--- src/rtl/ss_pkg.sv ---
// Shared types and constants for the save-state engine.
// No logic; imported by the engine.
// Not applicable.
package ss_pkg;

    typedef enum logic [2:0] {
        IDLE,
        SAVE,
        RST_IDX,
        RST_VERIFY,
        RST_WRITE,
        FINISH
    } state_t;

    localparam logic [1:0] ERR_NONE = 2'd0;
    localparam logic [1:0] ERR_IDX  = 2'd1;
    localparam logic [1:0] ERR_SUM  = 2'd2;

    localparam int DEF_IDX_ADDR = 127;

endpackage

--- src/rtl/ss_sum8.sv ---
// 8-bit modulo-256 accumulator for the save-state checksum.
// Sum updates one cycle after add_en; clear has priority over add.
// No backpressure; accepts one byte per enabled cycle.
module ss_sum8 (
    input  logic       clk,
    input  logic       rst,
    input  logic       clr,
    input  logic       add_en,
    input  logic [7:0] dat,
    output logic [7:0] sum
);

    always_ff @(posedge clk) begin
        if (rst || clr) begin
            sum <= 8'd0;
        end else if (add_en) begin
            sum <= sum + dat;
        end
    end

endmodule

--- src/rtl/ss_engine.sv ---
// Save/restore sequencer between mapper registers and a byte buffer; SS_CHECKSUM_EN adds a checksum slot.
// Save: one slot per cycle then FINISH; restore: 2-cycle index check, optional verify pass, pipelined writes.
// No backpressure; starts are ignored while busy, outputs forced idle while rst is high.
module ss_engine
    import ss_pkg::*;
#(
    parameter int REG_COUNT = 17,
    parameter int IDX_ADDR  = DEF_IDX_ADDR
) (
    input  logic       clk,
    input  logic       rst,
    input  logic       start_save,
    input  logic       start_restore,
    output logic       busy,
    output logic       done,
    output logic       err,
    output logic [1:0] err_code,
    output logic       ss_act,
    output logic       ss_we,
    output logic [7:0] ss_addr,
    output logic [7:0] ss_wdat,
    input  logic [7:0] ss_rdat,
    output logic [7:0] mem_addr,
    output logic [7:0] mem_wdat,
    output logic       mem_we,
    input  logic [7:0] mem_rdat
);

    generate
        if (REG_COUNT < 1 || REG_COUNT + 2 > 256 || IDX_ADDR < REG_COUNT || IDX_ADDR > 255) begin : g_bad_cfg
            $error("ss_engine: REG_COUNT/IDX_ADDR out of range");
        end
    endgenerate

    localparam logic [7:0] RC_B  = 8'(REG_COUNT);
    localparam logic [7:0] IDX_B = 8'(IDX_ADDR);

    state_t     state, nstate;
    logic [7:0] cnt, cnt_nxt;
    logic       fail, fail_nxt;
    logic [1:0] code_q, code_nxt;

    logic       ss_we_c, mem_we_c;
    logic [7:0] ss_addr_c, ss_wdat_c, mem_addr_c, mem_wdat_c;

`ifdef SS_CHECKSUM_EN
    localparam logic [7:0] LAST_B = 8'(REG_COUNT + 1);

    logic       tail, tail_nxt;
    logic       sum_clr, sum_add;
    logic [7:0] sum_dat, sum;

    ss_sum8 u_sum (
        .clk    (clk),
        .rst    (rst),
        .clr    (sum_clr),
        .add_en (sum_add),
        .dat    (sum_dat),
        .sum    (sum)
    );
`endif

    always_ff @(posedge clk) begin
        if (rst) begin
            state  <= IDLE;
            cnt    <= 8'd0;
            fail   <= 1'b0;
            code_q <= ERR_NONE;
`ifdef SS_CHECKSUM_EN
            tail   <= 1'b0;
`endif
        end else begin
            state  <= nstate;
            cnt    <= cnt_nxt;
            fail   <= fail_nxt;
            code_q <= code_nxt;
`ifdef SS_CHECKSUM_EN
            tail   <= tail_nxt;
`endif
        end
    end

    always_comb begin
        nstate     = state;
        cnt_nxt    = cnt;
        fail_nxt   = fail;
        code_nxt   = code_q;
        ss_we_c    = 1'b0;
        ss_addr_c  = 8'd0;
        ss_wdat_c  = 8'd0;
        mem_we_c   = 1'b0;
        mem_addr_c = 8'd0;
        mem_wdat_c = 8'd0;
`ifdef SS_CHECKSUM_EN
        tail_nxt   = tail;
        sum_clr    = 1'b0;
        sum_add    = 1'b0;
        sum_dat    = 8'd0;
`endif
        case (state)
            IDLE: begin
                if (start_save || start_restore) begin
                    nstate   = start_save ? SAVE : RST_IDX;
                    cnt_nxt  = 8'd0;
                    fail_nxt = 1'b0;
                    code_nxt = ERR_NONE;
`ifdef SS_CHECKSUM_EN
                    sum_clr  = 1'b1;
                    tail_nxt = 1'b0;
`endif
                end
            end
            SAVE: begin
                // slot 0 carries the index byte, slot k+1 carries register k
                mem_we_c   = 1'b1;
                mem_addr_c = cnt;
                ss_addr_c  = (cnt == 8'd0) ? IDX_B : cnt - 8'd1;
                mem_wdat_c = ss_rdat;
`ifdef SS_CHECKSUM_EN
                sum_add = 1'b1;
                sum_dat = ss_rdat;
                if (cnt == LAST_B) begin
                    mem_wdat_c = sum;
                    sum_add    = 1'b0;
                    nstate     = FINISH;
                end else begin
                    cnt_nxt = cnt + 8'd1;
                end
`else
                if (cnt == RC_B) begin
                    nstate = FINISH;
                end else begin
                    cnt_nxt = cnt + 8'd1;
                end
`endif
            end
            RST_IDX: begin
                mem_addr_c = 8'd0;
                ss_addr_c  = IDX_B;
                if (cnt == 8'd0) begin
                    cnt_nxt = 8'd1;
                end else if (mem_rdat != ss_rdat) begin
                    fail_nxt = 1'b1;
                    code_nxt = ERR_IDX;
                    nstate   = FINISH;
                end else begin
                    cnt_nxt = 8'd0;
`ifdef SS_CHECKSUM_EN
                    nstate  = RST_VERIFY;
`else
                    nstate  = RST_WRITE;
`endif
                end
            end
`ifdef SS_CHECKSUM_EN
            RST_VERIFY: begin
                // read data lags the address by one cycle; tail marks the final
                // compare cycle so the counter never has to pass REG_COUNT+1
                mem_addr_c = cnt;
                if (!tail) begin
                    sum_add = (cnt != 8'd0);
                    sum_dat = mem_rdat;
                    if (cnt == LAST_B) begin
                        tail_nxt = 1'b1;
                    end else begin
                        cnt_nxt = cnt + 8'd1;
                    end
                end else if (mem_rdat != sum) begin
                    fail_nxt = 1'b1;
                    code_nxt = ERR_SUM;
                    nstate   = FINISH;
                end else begin
                    cnt_nxt = 8'd0;
                    nstate  = RST_WRITE;
                end
            end
`endif
            RST_WRITE: begin
                // cycle c fetches slot c+1 and writes register c-1 from the previous fetch
                if (cnt != RC_B) begin
                    mem_addr_c = cnt + 8'd1;
                end
                if (cnt != 8'd0) begin
                    ss_we_c   = 1'b1;
                    ss_addr_c = cnt - 8'd1;
                    ss_wdat_c = mem_rdat;
                end
                if (cnt == RC_B) begin
                    nstate = FINISH;
                end else begin
                    cnt_nxt = cnt + 8'd1;
                end
            end
            FINISH: begin
                nstate = IDLE;
            end
            default: begin
                nstate = IDLE;
            end
        endcase
    end

    assign busy     = !rst && (state != IDLE);
    assign ss_act   = busy;
    assign done     = !rst && (state == FINISH) && !fail;
    assign err      = !rst && (state == FINISH) && fail;
    assign err_code = rst ? ERR_NONE : code_q;
    assign ss_we    = !rst && ss_we_c;
    assign ss_addr  = rst ? 8'd0 : ss_addr_c;
    assign ss_wdat  = rst ? 8'd0 : ss_wdat_c;
    assign mem_we   = !rst && mem_we_c;
    assign mem_addr = rst ? 8'd0 : mem_addr_c;
    assign mem_wdat = rst ? 8'd0 : mem_wdat_c;

endmodule

--- config.mk ---
export PLATFORM = sky130hd
export DESIGN_NAME = ss_engine
export DESIGN_NICKNAME = d
export VERILOG_FILES = /design/src/rtl/ss_pkg.sv /design/src/rtl/ss_sum8.sv /design/src/rtl/ss_engine.sv
export SDC_FILE = /design/constraint.sdc
export NUM_CORES = 1
export LEC_CHECK = 0
export CORE_MARGIN = 10
export CORE_UTILIZATION = 44
export DETAILED_ROUTE_END_ITERATION = 12
export GPL_ROUTABILITY_DRIVEN = 0
export PLACE_DENSITY = 0.82
export SYNTH_ARGS = -nofsm -noshare
export SYNTH_HDL_FRONTEND = slang
export SYNTH_SLANG_ARGS = --single-unit
--- constraint.sdc ---
create_clock -name clk -period 2.2 [get_ports clk]
set_input_delay 0.22 -clock clk [delete_from_list [all_inputs] [get_ports clk]]
set_output_delay 0.22 -clock clk [all_outputs]
set_load 0.02 [all_outputs]
==> out/qor.tcl <==
set qor(static-leakage-power_nw) 1.09
set qor(max_cap_violations) 0
set qor(synth_area_per_cell_um2) 7.08
set qor(crit_chain) {nor4_4, and3_4, a21oi_1, or3_1, a21oi_1, buf_4}
set qor(seqCellArea_um2) 245
set qor(drcViolationCount) 0
set qor(dp_hpwl_um) 4120
set qor(cpPeakStageDelay_ps) 400
set qor(unrepaired_setup_endpoints_after_global_routing) {yes}
set qor(rows) 21
set qor(synthFlopType) {sky130_fd_sc_hd__dfxtp_1}
set qor(initial_core_util) 0.454
set qor(synth_cell_types) 45
set qor(netlist.area_leader.share) 0.160
set qor(wire_length_of_the_first_global_routing_pass_um) 8360
set qor(drt-pass1-iter-count) 4
set qor(cts_inserted_buffers) 3
set qor(number_of_synthesized_register_bits) 12
set qor(synth_async_sr_flop_share) 0
set qor(timing.final.crit_share) 1.00
set qor(clock_sinks) 12
set qor(numPortBuffers) 58
set qor(timing.hold.ws_ps) 431
set qor(synth.area.top_cells) {sky130_fd_sc_hd__dfxtp_1 16%, sky130_fd_sc_hd__and2_1 7.1%, sky130_fd_sc_hd__xor2_1 6.4%}
set qor(critPathCaptureType) {primary output}
set qor(violated_checks) {setup timing}
set qor(clock_tree.root_cell) {sky130_fd_sc_hd__clkbuf_4}
set qor(hp-class) {in -> reg}
set qor(timing_worst_slew_pin_value_ps) 626
set qor(chipHeight_um) 78.4
set qor(pin_count_of_the_biggest_net_entering_global_routing) 25
set qor(seq_area_frac_synth) 0.160
set qor(num_antenna_cells) 0
set qor(design.die.area_mm2) 0.00615
set qor(layout-drive-gt1-share) 0.294
set qor(synthesis.instances) 212
set qor(most_instantiated_library_cell_after_synthesis) {sky130_fd_sc_hd__nor2_1}
set qor(postRouteAntennaNets) 0
set qor(maxClockFrequency_mhz) 454
set qor(final_net_count) 322
set qor(core_mm2) 0.00331
set qor(report.final.setup_viol) 1
set qor(groute.usage.overall) 0.161
set qor(setup.worst_path.class) {reg -> out}
set qor(tritoncts) {yes}
set qor(synth_enable_flop_cells) 0
set qor(powerDensity_mw_per_mm2) 818
set qor(detail_route.iter0.violations) 119
set qor(initial_antenna_violation_count) 0
set qor(ctsLongestPathBuffers) 2
set qor(timing.clock.skew_ps) 3.17
set qor(timing.critical_path.from_type) {register}
set qor(multiInputGateArea_mm2) 0.00119
set qor(finalHoldViolCount) 0
set qor(synth.net_count) 236
set qor(vdd.ir_drop.worst_mv) 0.571
set qor(clk_pin_slew_ps) 70
set qor(die-width_um) 78.4
set qor(worst-r2r-setup-slack_ps) 140
set qor(ys_top_cells_by_count) {21 x sky130_fd_sc_hd__nor2_1, 20 x sky130_fd_sc_hd__nand2_1, 17 x sky130_fd_sc_hd__and2_1}
set qor(number_of_global_route_vias_before_repair) 1720
set qor(arrival_ps) 1980
set qor(cp_data_required_time_ps) 1980
set qor(place_worst_setup_slack_ps) -444
set qor(ioPinCount) 60
set qor(path_common_cell) {sky130_fd_sc_hd__a21oi_1}
set qor(grt_remaining_overflow) 0
set qor(routed_vias) 1903
set qor(fin_crit_ps) 2200
set qor(timing.final.max_slew_violations) 0
set qor(num-fill-cells) 298
set qor(postLayoutSetupSlackWorst_ps) -4.14
set qor(drt-total-wl_um) 5370
set qor(synth.largest_area_cell) {sky130_fd_sc_hd__dfxtp_1}
set qor(detailed_route_vias_per_instance) 5.56
set qor(clock_insertion_delay_worst_skew_ps) 270
set qor(flow.area_growth_from_synthesis_pct) 53.6
set qor(ctsHtreeMaxLevel) 1
set qor(critical_path_peak_fanout) 4
set qor(synth_warnings) 0
set qor(timing.max_slew.rel_slack) 0.579
set qor(cts_hold_buffers) 0
set qor(post_synth_instance_area_mm2) 0.00150
set qor(wl_per_cell_um) 15.7
set qor(cpMaxStageDelayCell) {sky130_fd_sc_hd__nor4_4}
set qor(status) {finished with violations}
## where the power goes
| group | total (mW) | internal (mW) | switching [mW] |
|---|---|---|---|
| registers | 0.279 | 0.252 | 0.0266 |
| logic | 1.47 | 0.688 | 0.786 |
| clock network | 0.135 | 0.0633 | 0.0712 |
## what timing repair did
item,4_1_cts,5_1_grt
resized for setup,117,22
pin swaps,4,7
setup endpoints to repair,33,24
gates cloned,0,1
buffers inserted,0,3
## registers in the layout, indices dropped and copies added (netlist names)
signal	count
state	3
code_q	1
cnt	8
## critical path: cells and delay by family, from the launching register on
family	cells	cell delay (ps)
and+or+nand+nor	3	980
DFF	1	350
buffers and inverters	1	170
AOI/OAI and AO/OA	2	220
## metrics by stage
step | instances | power [mW] | utilization | setup TNS [ps] | cell area [um2]
5_1_grt | 342 | 2.02 | 0.697 | -576 | 2310
6_report | 342 | 1.89 | 0.697 | -4.14 | 2310
2_1_floorplan | 212 | 1.11 | - | 0 | 1500
4_1_cts | 338 | 1.80 | 0.686 | 0 | 2270
3_3_place_gp | 335 | 1.65 | 0.698 | -7170 | 2310
3_5_place_dp | 335 | 1.68 | 0.698 | -7720 | 2310
## cells in the final DEF, fill, tap and decap left out, drive strengths merged, types with 7 or more instances in the layout
cell type	instances
dfxtp	12
buf	62
dlygate4sd2	9
nor3	11
or3	7
and2	17
nand3	7
a21oi	12
xor2	11
o21ai	14
nor2	21
nand2	20
clkdlybuf4s50	23
## cell families (layout without fill, tap and decap cells)
group                      Yosys count  in the layout  share of synthesized area
and+or+nand+nor                    106            106                      0.397
other                                1              1                    0.00250
buffers and inverters               21            104                     0.0775
DFF                                 12             12                      0.160
AOI/OAI and AO/OA                   53             54                      0.243
xor gates and xnor gates            15             15                     0.0875
adders and majority gates            4              4                     0.0333
## layout make-up
type | count | area share
inverters | 3 | 0.00488
flip-flops and latches | 12 | 0.106
multi-input cells | 180 | 0.514
clock buffers | 3 | 0.00977
repair buffers | 98 | 0.340
well taps | 46 | 0.0250
## layer usage
metal,global-route usage,wire (um)
met1,0.206,2490
met2,0.266,2490
met3,0.0251,336
met4,0.0591,61
met5,0,0
## path summary, 6_finish.rpt
path                               start                endpoint  cells past startpoint
setup / recovery     cnt[2]$_SDFFE_PP0P_              ss_addr[2]                      6
hold / removal                       rst   state[2]$_SDFFE_PP0P_                      4
setup reg to reg     cnt[1]$_SDFFE_PP0P_     cnt[4]$_SDFFE_PP0P_                      8
hold reg to reg   code_q[0]$_SDFFE_PP0P_  code_q[0]$_SDFFE_PP0P_                      2
(Power assumes the default switching activity.)
